**src/rtl/dmem_access_unit.sv**
```systemverilog
// Data-memory access controller: turns a MEM-stage lw/sw into one valid/ready
// bus transaction and stalls the pipeline until it completes.
module dmem_access_unit #(
    parameter int unsigned TIMEOUT_CYC = 255,
    parameter logic [31:0] ERR_RDATA   = 32'hDEAD_BEEF
) (
    input  logic        clk,
    input  logic        rst,
    input  logic        mem_read,
    input  logic        mem_write,
    input  logic [31:0] addr,
    input  logic [31:0] wdata,
    output logic [31:0] rdata,
    output logic        mem_stall,
    output logic        bus_req_valid,
    input  logic        bus_req_ready,
    output logic        bus_we,
    output logic [31:0] bus_addr,
    output logic [31:0] bus_wdata,
    input  logic        bus_rsp_valid,
    input  logic [31:0] bus_rsp_data,
    output logic        err_misalign,
    output logic        err_timeout,
    output logic [31:0] stall_cnt
);

    localparam int unsigned CNT_W = 16;

    typedef enum logic [1:0] {
        ST_IDLE     = 2'd0,
        ST_REQ      = 2'd1,
        ST_WAIT_RSP = 2'd2,
        ST_DONE     = 2'd3
    } state_t;

    state_t             state;
    logic [CNT_W-1:0]   to_cnt;
    logic               req;

    assign req = mem_read | mem_write;

    // Stall is combinational from IDLE so a new access stalls in its first cycle.
    assign mem_stall = rst & (((state == ST_IDLE) & req) |
                              (state == ST_REQ) |
                              (state == ST_WAIT_RSP));

    // Access FSM with registered bus fields, load data, sticky errors and stall counter.
    always_ff @(posedge clk) begin
        if (!rst) begin
            state         <= ST_IDLE;
            to_cnt        <= '0;
            bus_req_valid <= 1'b0;
            bus_we        <= 1'b0;
            bus_addr      <= '0;
            bus_wdata     <= '0;
            rdata         <= '0;
            err_misalign  <= 1'b0;
            err_timeout   <= 1'b0;
            stall_cnt     <= '0;
        end else begin
            if (mem_stall && (stall_cnt != 32'hFFFF_FFFF)) begin
                stall_cnt <= stall_cnt + 32'd1;
            end

            case (state)
                ST_IDLE: begin
                    if (req) begin
                        if (addr[1:0] != 2'b00) begin
                            err_misalign <= 1'b1;
                            rdata        <= ERR_RDATA;
                            state        <= ST_DONE;
                        end else begin
                            bus_addr      <= {addr[31:2], 2'b00};
                            bus_wdata     <= wdata;
                            bus_we        <= mem_write;
                            bus_req_valid <= 1'b1;
                            state         <= ST_REQ;
                        end
                    end
                end
                ST_REQ: begin
                    if (bus_req_ready) begin
                        bus_req_valid <= 1'b0;
                        to_cnt        <= '0;
                        state         <= ST_WAIT_RSP;
                    end
                end
                ST_WAIT_RSP: begin
                    if (bus_rsp_valid) begin
                        if (!bus_we) begin
                            rdata <= bus_rsp_data;
                        end
                        state <= ST_DONE;
                    end else if (to_cnt == CNT_W'(TIMEOUT_CYC)) begin
                        err_timeout <= 1'b1;
                        rdata       <= ERR_RDATA;
                        state       <= ST_DONE;
                    end else begin
                        to_cnt <= to_cnt + CNT_W'(1);
                    end
                end
                // Request is deliberately not sampled here to avoid re-issuing the same access.
                ST_DONE: begin
                    state <= ST_IDLE;
                end
                default: begin
                    state <= ST_IDLE;
                end
            endcase
        end
    end

endmodule

```
**config.mk**
```make
export PLATFORM = sky130hd
export DESIGN_NAME = dmem_access_unit
export DESIGN_NICKNAME = d
export VERILOG_FILES = /design/src/rtl/dmem_access_unit.sv
export SDC_FILE = /design/constraint.sdc
export NUM_CORES = 1
export LEC_CHECK = 0
export ABC_AREA = 0
export BUFFER_PORTS_ARGS = -buffer_cell sky130_fd_sc_hd__buf_2
export CAP_MARGIN = 5
export CORE_ASPECT_RATIO = 1.5
export CORE_MARGIN = 4
export CORE_UTILIZATION = 49
export DETAILED_ROUTE_END_ITERATION = 8
export PLACE_DENSITY = 0.9
export SLEW_MARGIN = 20
export SYNTH_ARGS = -nofsm -noshare
export SYNTH_HDL_FRONTEND = slang
export SYNTH_SLANG_ARGS = --single-unit
```
**constraint.sdc**
```tcl
create_clock -name clk -period 2.5 [get_ports clk]
set_input_delay 0.5 -clock clk [delete_from_list [all_inputs] [get_ports clk]]
set_output_delay 0.5 -clock clk [all_outputs]
set_load 0.01 [all_outputs]
```
==> results.toml, run 1 <==
[outcome]
status = "finished clean"

[yosys]
synth_top_area_cell = "dfxtp_1"
synthDistinctLibCells = 63
synth_cells = 717
yosysSeqAreaShare = 0.478
synth_commonest_cells = "nand2_1, dfxtp_1, a21oi_1, clkbuf_1, nor2_1"
synth_warnings = 0
synth-seq-cells = 148
syn_avg_cell_area_um2 = 8.64
netlist_area_mm2 = 0.00619
yosys.area.top_type_share = 0.478
synth.most_common_cell = "nand2_1"
synth_edf_count = 0
synth.area.top_cells = "dfxtp_1, nand2_1, a21oi_1"
ys_async_sr_fraction = 0
synth_ff_type = "dfxtp_1"

[cts]
tritoncts = "done"
cts_buffers = 17
path_clk_slew_ns = 0.07
cts_root_buf = "clkbuf_16"
post_cts_buffers = 0
cts.sink_count = 148
clock_path_buffers = 2
cts_htree_levels = 4
ctsResizeCount = 0
clock_latency_ns = 0.41
holdBufCountCts = 0

[drt]
vias = 6194
route.detailed.drc = 0
drt-vias-per-instance = 5.58
wirelength_mm = 17.6
drt_first_pass_iters = 7
drt-initial-drc-count = 282
wl_per_cell_um = 15.8
ant_nets = 0

[grt]
grtUsageTotal = 0.239
antenna_found_initial = 0
grt_max_degree = 68
grt_pass1_vias = 5963
grt_pass1_wl_mm = 28.6
overflow = 0

[sta]
skew_ns = 0.0114
grt_setup_unrepaired = "false"
fmax_ghz = 0.424
timing.final.crit_share = 0.944
setup_viol = 0
slew_headroom = 0.536
hold_viol = 0
worst_pin_slew_ns = 0.696
period_needed_ns = 2.36
slew_violations = 0
fin_tns_setup_ns = 0

[setup_path]
r2r-start = "state[0]$_SDFFE_PN0P_"
critPathArrivalTime_ns = 1.86
crit_fanout = 9
required_ns = 2.00
rrSetupSlack_ns = 0.28
crit_path_end_kind = "primary output"
start_kind = "flop"
crit_start = "state[0]$_SDFFE_PN0P_"
worstSetupPathType = "reg2out"

[placement]
dp_hpwl_mm = 12.6
place_area_mm2 = 0.00754
port_buffers = 232
gp_congestion = 0.828

[worst_hold_path]
min_path_type = "in2reg"
hold_path.startpoint = "addr[31]"

[floorplan]
io_pins = 235
core_mm2 = 0.0124
die_area_mm2 = 0.0145
die_x_um = 99.8
initial_core_util = 0.498
row_count = 50
fp.dieH_um = 146

[power_and_ir_drop]
irDropWorstVdd_mv = 0.543
power.leakage_nw = 3.49
pwr_density_cell_mw_per_mm2 = 936

[final_layout]
final_area_mm2 = 0.00820
drive_gt1_frac = 0.340
antenna_cells = 0
nets = 1048
area_delta_synth_final_pct = 32.4

[run]
maxCapViolations = 0
-- routing by layer --
| layer | vias up | track usage | share of wire |
|---|---|---|---|
| met4 | 0 | 0.103 | 0.032 |
| met5 | - | 0 | 0 |
| met1 | 2880 | 0.269 | 0.38 |
| met3 | 46 | 0.0552 | 0.069 |
| met2 | 240 | 0.422 | 0.52 |
| li1 | 3028 | - | - |
-- worst max-delay path, stage by stage (launching register included) --
cell     delay (ns)
dfxtp_1        0.34
inv_1          0.10
ha_1           0.27
o21ai_1        0.17
a21oi_4        0.36
buf_2          0.21
-- final timing paths --
kind,to,depth (start not counted)
min,bus_addr[31]$_SDFFE_PN0P_,3
min reg2reg,bus_addr[6]$_SDFFE_PN0P_,2
max,mem_stall,5
max reg2reg,stall_cnt[30]$_SDFFE_PN0P_,7
-- stage by stage --
step                utilization  setup slack (ns)  hold slack [ns]  instances  total power, W
floorplan                     -             0.482            0.467        718         0.00417
detailed placement        0.606             0.359            0.443       1078         0.00494
global placement          0.606             0.412            0.438       1078         0.00487
finish                    0.659             0.139            0.316       1110         0.00768
global route              0.659            0.0267            0.305       1110         0.00805
CTS                       0.659             0.146            0.304       1110         0.00774
-- placed cells by master, fill, tap and decap left out, drive strengths merged, types with 5 or more instances in the layout --
cell / instances
a21oi: 96
and3: 5
and4: 11
buf: 248
clkbuf: 17
dfxtp: 148
ha: 5
inv: 16
mux2i: 12
nand2: 181
nand2b: 8
nand3: 18
nand4: 23
nor2: 24
nor4: 8
o21ai: 13
o221a: 24
o22ai: 9
o31ai: 16
or4: 15
-- power by group --
part           leakage, nW  switching (W)  internal (W)  total, W
sequential            1.20       0.000186       0.00270   0.00288
clock                0.320        0.00115       0.00164   0.00279
combinational         1.96        0.00116      0.000851   0.00201
-- cell type report --
cell class | instances | area, um2
well taps | 156 | 195
inverters | 8 | 30.0
flip-flops and latches | 148 | 2960
repair buffers | 248 | 1340
multi-input cells | 518 | 3010
clock inverters | 15 | 233
clock buffers | 17 | 425
fillers | 1029 | 4250
-- sequential cells by signal (all words and copies together), names as in the netlist --
signal / count
err_timeout: 1
bus_wdata: 32
err_misalign: 1
bus_req_valid: 1
state: 2
to_cnt: 16
rdata: 32
stall_cnt: 32
bus_we: 1
bus_addr: 30
-- logic make-up after synthesis --
family,count (synthesis),synth area share
simple gates,314,0.247
fa+ha+maj,5,0.0101
compound gates,178,0.194
other cells,1,0.000605
flops,148,0.478
buf+inv,52,0.0390
mux,15,0.0254
xor+xnor,4,0.00566
Note: power is estimated with default switching activity, not from simulation.
==> inputs of run 2 (changes only) <==
- CORE_MARGIN: 4 -> 3
==> run 2 against run 1 <==
  * Worst setup slack gained 0.056 ns
  * Critical endpoint unchanged
  * Highest routed layer unchanged
  * Sequential power about the same
  * First-iteration DRC count up 28%
==> results.toml, run 2 (synthesized netlist as in run 1, its figures left out) <==
[outcome]
status = "finished clean"

[floorplan]
initial_core_util = 0.508
core_mm2 = 0.0122
row_count = 49
fp.dieH_um = 144
die_area_mm2 = 0.0141
die_x_um = 97.8
io_pins = 235

[final_layout]
layout_common_cells = "buf_2, nand2_1, dfxtp_1"
reg.largest.list = "bus_wdata: 32 flops, rdata: 32 flops, stall_cnt: 32 flops"
area_delta_synth_final_pct = 30.9
drive_gt1_frac = 0.338
final_common_cell = "buf_2"
nets = 1045
stdcell_count = 1104
antenna_cells = 0

[sta]
fin_tns_setup_ns = 0
setup_viol = 0
slew_violations = 0
grt_setup_unrepaired = "false"
skew_ns = 0.0160
timing.final.crit_share = 0.922
period_needed_ns = 2.30
worst_pin_slew_ns = 1.03
slew_headroom = 0.316
fmax_ghz = 0.434
hold_viol = 0

[drt]
route.detailed.drc = 0
ant_nets = 0
wirelength_mm = 17.5
wl_per_cell_um = 15.9
drt_first_pass_iters = 5
drt-initial-drc-count = 360
drt-vias-per-instance = 5.59
vias = 6172

[setup_path]
worstSetupPathType = "reg2out"
crit_path_end_kind = "primary output"
slowest_delay_ns = 0.35
critPathArrivalTime_ns = 1.80
start_kind = "flop"
crit_family = "compound AO/OA/AOI/OAI gates"
cp_slowest_cell = "a21oi_4"
rrSetupSlack_ns = 0.29
crit_fanout = 9
cp_num_buf_inv = 2
required_ns = 2.00
worstPathCellList = "inv_1, ha_1, o21ai_1, a21oi_4, buf_2"

[power_and_ir_drop]
pwr_density_cell_mw_per_mm2 = 924
power.leakage_nw = 3.45
irDropWorstVdd_mv = 0.526

[grt]
overflow = 0
grt_use_met1 = 0.278
grt_max_degree = 96
grt_pass1_vias = 5813
grt_pass1_wl_mm = 27.6
grtUsageTotal = 0.237
grt.busiest_layer = "met2"
use_met2 = 0.411
antenna_found_initial = 0
grt_util_met3 = 0.0583

[placement]
dp_hpwl_mm = 12.4
port_buffers = 232
place_inst = 1072
gp_congestion = 0.858

[cts]
cts_root_buf = "clkbuf_16"
clock_latency_ns = 0.42
cts_htree_levels = 4
clock_path_buffers = 2
cts_buffers = 17
holdBufCountCts = 0
cts.sink_count = 148
ctsResizeCount = 0
path_clk_slew_ns = 0.08
tritoncts = "done"
post_cts_buffers = 0

[run]
maxCapViolations = 0

[worst_hold_path]
min_path_type = "in2reg"
-- run 2: cell count changes in the layout (fill, tap and decap cells not counted), sizes merged --
| cell | change |
|---|---|
| inv | +2 |
| buf | -3 |
| bufinv | -1 |
| clkinv | -1 |
-- run 2: cell type report --
cell class / instances / area, um2
flip-flops and latches: 148 / 2960
clock inverters: 15 / 204
repair buffers: 245 / 1280
well taps: 153 / 191
multi-input cells: 518 / 3010
clock buffers: 17 / 425
fillers: 1001 / 4090
inverters: 8 / 30.0
-- run 2: per-layer routing --
metal  vias to the layer above  routed length [um]
met5                         -                   0
met4                         0                 572
met3                        46                1150
met2                       259                8960
met1                      2845                6850
li1                       3022                   -
-- run 2: worst paths after layout --
| path | startpoint | endpoint | depth (start not counted) |
|---|---|---|---|
| worst min-delay path | wdata[5] | bus_wdata[5]$_SDFFE_PN0P_ | 3 |
| worst min register to register | bus_wdata[7]$_SDFFE_PN0P_ | bus_wdata[7]$_SDFFE_PN0P_ | 2 |
| worst max register to register | state[0]$_SDFFE_PN0P_ | stall_cnt[30]$_SDFFE_PN0P_ | 7 |
| worst max-delay path | state[0]$_SDFFE_PN0P_ | mem_stall | 5 |
-- run 2: per-stage QoR --
stage	hold slack [ns]	utilization	total power (W)	worst slack (ns)	instance area (um2)
CTS	0.299	0.665	0.00754	0.190	8110
global placement	0.438	0.613	0.00482	0.409	7480
global route	0.299	0.665	0.00785	0.0706	8110
detailed placement	0.443	0.613	0.00488	0.337	7480
finish	0.309	0.665	0.00750	0.195	8110
floorplan	0.467	-	0.00417	0.482	6200
-- run 2: tightest hold or removal path, delay by kind of cell --
family	cells	cell delay, ns
AO/OA/AOI/OAI	1	0.05
buffers and inverters	1	0.10
AND/OR/NAND/NOR	1	0.05
-- run 2: power breakdown --
group / internal (W) / total [W] / switching, W
clock network: 0.00154 / 0.00267 / 0.00113
logic: 0.000816 / 0.00195 / 0.00113
registers: 0.00270 / 0.00288 / 0.000178
